[src/rtl/clb_cfg_loader.sv]
// clb_cfg_loader: hunts a serial preamble, shifts in one CLB config frame, checks
// even parity and commits the frame to the parallel configuration word.
module clb_cfg_loader #(
    parameter int CFG_W = 37,
    parameter int PRE_W = 8,
    parameter logic [PRE_W-1:0] PREAMBLE = 8'hB5
) (
    input  logic             K,
    input  logic             RST,
    input  logic             DIN,
    input  logic             DIN_EN,
    input  logic             RESTART,
    output logic [CFG_W-1:0] CFG,
    output logic             CFG_VLD,
    output logic             BUSY,
    output logic             DONE,
    output logic             ERR
);
    localparam int CW = $clog2(CFG_W);
    localparam logic [CW-1:0] LAST = CW'(CFG_W - 1);
    localparam logic [CFG_W-1:0] CFG_DEFAULT = CFG_W'(37'h15_0008_B038);
    localparam logic [1:0] SYNC = 2'd0, LOAD = 2'd1, PAR = 2'd2, DONE_ST = 2'd3;

    logic [1:0]       state;
    logic [PRE_W-1:0] pre;
    logic [CFG_W-1:0] shadow;
    logic [CW-1:0]    cnt;
    logic [PRE_W-1:0] pre_nxt;

    assign pre_nxt = {pre[PRE_W-2:0], DIN};
    assign BUSY = (state == LOAD) || (state == PAR);

    always_ff @(posedge K or posedge RST) begin
        if (RST) begin
            state   <= SYNC;
            pre     <= '0;
            shadow  <= '0;
            cnt     <= '0;
            CFG     <= CFG_DEFAULT;
            CFG_VLD <= 1'b0;
            DONE    <= 1'b0;
            ERR     <= 1'b0;
        end else begin
            CFG_VLD <= 1'b0;
            if (RESTART) begin
                state  <= SYNC;
                pre    <= '0;
                shadow <= '0;
                cnt    <= '0;
                DONE   <= 1'b0;
                ERR    <= 1'b0;
            end else if (DIN_EN) begin
                case (state)
                    SYNC: begin
                        if (pre_nxt == PREAMBLE) begin
                            state <= LOAD;
                            cnt   <= '0;
                            pre   <= '0;
                        end else begin
                            pre <= pre_nxt;
                        end
                    end
                    LOAD: begin
                        shadow <= {shadow[CFG_W-2:0], DIN};
                        cnt    <= cnt + 1'b1;
                        if (cnt == LAST) state <= PAR;
                    end
                    PAR: begin
                        // even parity over frame plus parity bit must be zero
                        if (^{shadow, DIN}) begin
                            ERR   <= 1'b1;
                            pre   <= '0;
                            state <= SYNC;
                        end else begin
                            CFG     <= shadow;
                            CFG_VLD <= 1'b1;
                            DONE    <= 1'b1;
                            ERR     <= 1'b0;
                            state   <= DONE_ST;
                        end
                    end
                    default: ;
                endcase
            end
        end
    end
endmodule

[config.mk]
export PLATFORM = sky130hd
export DESIGN_NAME = clb_cfg_loader
export DESIGN_NICKNAME = d
export VERILOG_FILES = /design/src/rtl/clb_cfg_loader.sv
export SDC_FILE = /design/constraint.sdc
export NUM_CORES = 1
export LEC_CHECK = 0
export ABC_AREA = 0
export BUFFER_PORTS_ARGS = -buffer_cell sky130_fd_sc_hd__buf_4
export CORE_MARGIN = 5
export CORE_UTILIZATION = 30
export DETAILED_ROUTE_END_ITERATION = 8
export SLEW_MARGIN = 10
export SYNTH_ARGS = -nofsm -noshare
export SYNTH_HDL_FRONTEND = slang
export SYNTH_SLANG_ARGS = --single-unit
[constraint.sdc]
create_clock -name K -period 2.9 [get_ports K]
set_input_delay 0.58 -clock K [delete_from_list [all_inputs] [get_ports K]]
set_output_delay 0.58 -clock K [all_outputs]
set_load 0.02 [all_outputs]
[Word-level counts from Yosys, hierarchy flattened]
Cells that the tools add are included.
Storage, ports and cells
  register bits: 92
  input port bits: 5
  word-level logic and storage cells: 65
Operators by class
  add/sub/neg operators: 1
  equality and inequality tests: 8
  mux-type cells: 30
  bitwise gates (word level): 2
  reduce and logical (&&, ||, !) cells: 16
Operators with widths (count)
  37-bit 2-to-1 mux: 3
  38-bit XOR reduction: 1
  7-bit 2-to-1 mux: 4
  6-bit 2-to-1 mux: 3
  7-bit one-hot mux with 2 select lines: 1
  1-bit 2-to-1 mux: 12
  6-bit one-hot mux with 2 select lines: 1
  2-bit 2-to-1 mux: 5
  3-bit AND reduction: 3
  8-bit == test (second input constant): 1
  4-bit AND reduction: 2
  6-bit by 1-bit adder with 6-bit output (second input constant): 1
  6-bit == test (second input constant): 1
  3-bit by 2-bit != test with 1-bit output (second input constant): 2
  2-bit one-hot mux with 3 select lines: 1
  2-bit nonzero test: 3
  3-bit nonzero test: 2
  2-bit AND reduction: 2
  4-bit nonzero test: 1
  3-bit != test (second input constant): 1
  2-bit by 1-bit == test with 1-bit output (second input constant): 1
  2-bit == test (second input constant): 1
  2-bit zero test: 1
  2-bit != test (second input constant): 1
  2 further kinds: 3

[Longest topological paths before layout]
  depth in word-level cells: 5
  mapped depth: 9

[Worst setup path before layout]
No wires, ideal clock.
  path kind: reg2reg
  start point: register shadow[16]
  end point: register CFG[10]
  arrival time: 2.257 ns
  required time: 2.775 ns
  path slack: 0.518 ns
  stages on the path, launching flop included: 10
  path buffers: 2
  period minus slack after synthesis: 2.382 ns
  cells stage by stage: dfrtp_1 xor2_1 xnor2_1 xnor2_1 xnor3_1 xnor2_2 nand4_1 buf_4 buf_6 mux2_4
Between the ends
  cells in the longest elaborated chain, start to end: 3
RTL lines
  start: declaration: line 26  | logic [CFG_W-1:0] shadow;
  start signal: assignment: line 64  | shadow <= {shadow[CFG_W-2:0], DIN};
  38-bit XOR reduction: line 70  | if (^{shadow, DIN}) begin
  1-bit inverter (no line)
  4-bit AND reduction (no line)
  end signal: assignment: line 75  | CFG <= shadow;
  end: declaration: line 13  | output logic [CFG_W-1:0] CFG,
Every way passes these cells.
A chain may end at the register's enable or synchronous reset.

[Worst setup path after layout]
  start point: register shadow[7]
  end point: register CFG[16]
The elaborated chain is that of the path after synthesis.

==> impl_metrics.ini <==
[critical_path]
r2r_end = CFG[16]
path_class = reg -> reg
worstSetupEndpointType = register
cp.arrival_ns = 2.79
r2r_slack_ns = 0.32
critPathRequiredTime_ns = 3.12
cp-start-kind = register
r2r-start = shadow[7]
crit_fanout = 18
rr_worst_depth = 8
critPathLaunch = shadow[7]

[drt]
dr.pass1.iters = 4
vias_per_cell = 4.73
antenna_left = 0
wl_per_cell_um = 15.3
drc = 0
drt_iter0_drc = 195
wl_um = 8010
num_vias = 2475

[finish]
layout_commonest_cell = dfrtp_1
nets = 352
drive_gt1_frac = 0.340
area_growth_pct = 22.0
finalNonFillerCells = 523
antenna_cells = 0
utilization = 0.370
final_cell_area_sq_mm = 0.00484
most-common-layout-cells = dfrtp_1 (82), buf_4 (48), a22o_1 (45)

[floorplanning]
die_x_um = 125
coreArea_sq_mm = 0.0131
pin_count = 46
initial_utilization = 0.303
placementRows = 42
die-area_sq_mm = 0.0156
die_h_um = 125

[synth]
syn_inst = 295
ys.flop_type = dfrtp_1
yosysWarnings = 0
syn_avg_cell_area_sq_um = 13.5
async_flop_share = 1.00
synth_enable_flop_cells = 0
synth-seq-cells = 92
syn_area_sq_mm = 0.00397
synthDistinctLibCells = 35
yosysSeqAreaShare = 0.583
synthesis.nets = 305

[clocking]
numCtsBuffers = 9
clockBufferDepth = 2
clkSinkCount = 92
postCtsSetupBuffers = 0
tritoncts = done
h-tree-depth = 3
clock-root-buffer = clkbuf_16
cts.repair.resized = 0
clk_pin_slew_worst_paths_ns = 0.07
clkLatencyLatePin_ns = 0.34
cts_hold_buf = 0

[grt]
overflow = 0
grt_max_degree = 93
grt_use_total = 0.106
grt_pass1_vias = 2466
antenna_found_initial = 0
grt_pass1_wl_um = 13400

[pwr]
peakVddDrop_mv = 0.262
power.leakage_nw = 2.31
power_density_mw_per_mm2 = 526

[place]
placedInstanceArea_sq_mm = 0.00453
place_hpwl_um = 5280
gp_congestion = 0.723
dpl.cell_count = 507
portBuffers = 45

[timing]
slew_violations = 0
rsz0062_at_grt = false
setup_viol = 0
finalHoldViolations = 0
tightestPinTransition_ns = 0.644
fin_skew_ns = 0.00813
layout_min_cycle_time_ns = 2.58
period_share = 0.889
slew_headroom = 0.564
timing.fmax_ghz = 0.388
fin_setup_tns_ns = 0

[run_status]
status = completed

[hold_path]
hold_class = in -> async

[flow_run]
maxCapViolations = 0
final cells by class:
| class | count | area [sq um] |
|---|---|---|
| sequential | 92 | 2310 |
| inverter | 9 | 37.5 |
| timing repair buffer | 50 | 400 |
| tap | 176 | 220 |
| fill | 1240 | 8240 |
| clock inverter | 6 | 71.3 |
| multi-input combinational | 180 | 1560 |
| clock buffer | 10 | 239 |
where the power goes:
group / total [mW] / internal (mW) / switching, mW / leakage (nW)
registers: 1.29 / 1.29 / 0.00134 / 1.25
logic: 0.0635 / 0.0149 / 0.0485 / 0.913
clock network: 1.20 / 0.700 / 0.499 / 0.151
total: 2.55 / 2.00 / 0.548 / 2.31
worst max-delay path: stages, from the launching register on:
cell and delay [ns]:
dfrtp_1 0.43, xor2_1 0.19, xnor2_1 0.15, xnor2_1 0.25, xnor3_1 0.39, xnor2_2 0.17, nand4_1 0.18, buf_4 0.31
mux2_2 0.37
cell usage after synthesis (2+ instances only):
| master | count | area, sq um |
|---|---|---|
| mux2_2 | 30 | 338 |
| dfrtp_1 | 82 | 2050 |
| mux2_4 | 8 | 120 |
| nor2b_1 | 2 | 12.5 |
| xnor2_1 | 29 | 254 |
| inv_1 | 9 | 33.8 |
| nand3_1 | 4 | 20.0 |
| dfstp_2 | 10 | 263 |
| buf_2 | 2 | 10.0 |
| clkbuf_1 | 10 | 37.5 |
| xor2_1 | 5 | 43.8 |
| o21ai_0 | 9 | 45.0 |
| a22o_1 | 45 | 394 |
| a21oi_1 | 9 | 45.0 |
| nand2_1 | 8 | 30.0 |
| ha_1 | 5 | 62.6 |
| nand2b_1 | 2 | 12.5 |
| nor2_1 | 6 | 22.5 |
| nor3_1 | 4 | 20.0 |
metal layers:
layer	vias up	part of all wire	GRT usage	wire length (um)
met5	-	0	0	0
met1	1248	0.50	0.156	3980
met4	0	0.014	0.0351	110
met2	64	0.44	0.152	3550
met3	8	0.046	0.0286	366
li1	1155	-	-	-
cell families after synthesis:
group                    synth area share
multiplexers                        0.115
AND/OR/NAND/NOR                    0.0444
buffers and inverters              0.0252
AO/OA/AOI/OAI                       0.132
XOR/XNOR                           0.0848
adder cells (fa/ha/maj)            0.0158
flip-flops                          0.583
state kept, by name (all words and copies together) (netlist names):
| signal | flops |
|---|---|
| ERR | 1 |
| CFG_VLD | 1 |
| cnt | 6 |
| pre | 7 |
| state | 2 |
| DONE | 1 |
| shadow | 37 |
| CFG | 37 |
worst max-delay path by stage:
stage                   end  slack, ns  cells after the start
floorplan           CFG[10]       0.52                      9
global placement    CFG[21]       0.34                      9
detailed placement  CFG[16]       0.31                      9
CTS                 CFG[30]       0.30                      8
global route        CFG[30]       0.17                      8
finish              CFG[16]       0.32                      8
metrics by stage:
stage	total power [mW]	hold WS (ns)	worst slack [ns]
6_report	2.55	0.383	0.323
5_1_grt	2.65	0.435	0.171
4_1_cts	2.59	0.404	0.299
3_5_place_dp	1.38	0.496	0.307
3_3_place_gp	1.38	0.483	0.345
2_1_floorplan	1.35	0.466	0.518
Power figures use the tool's default switching activity.
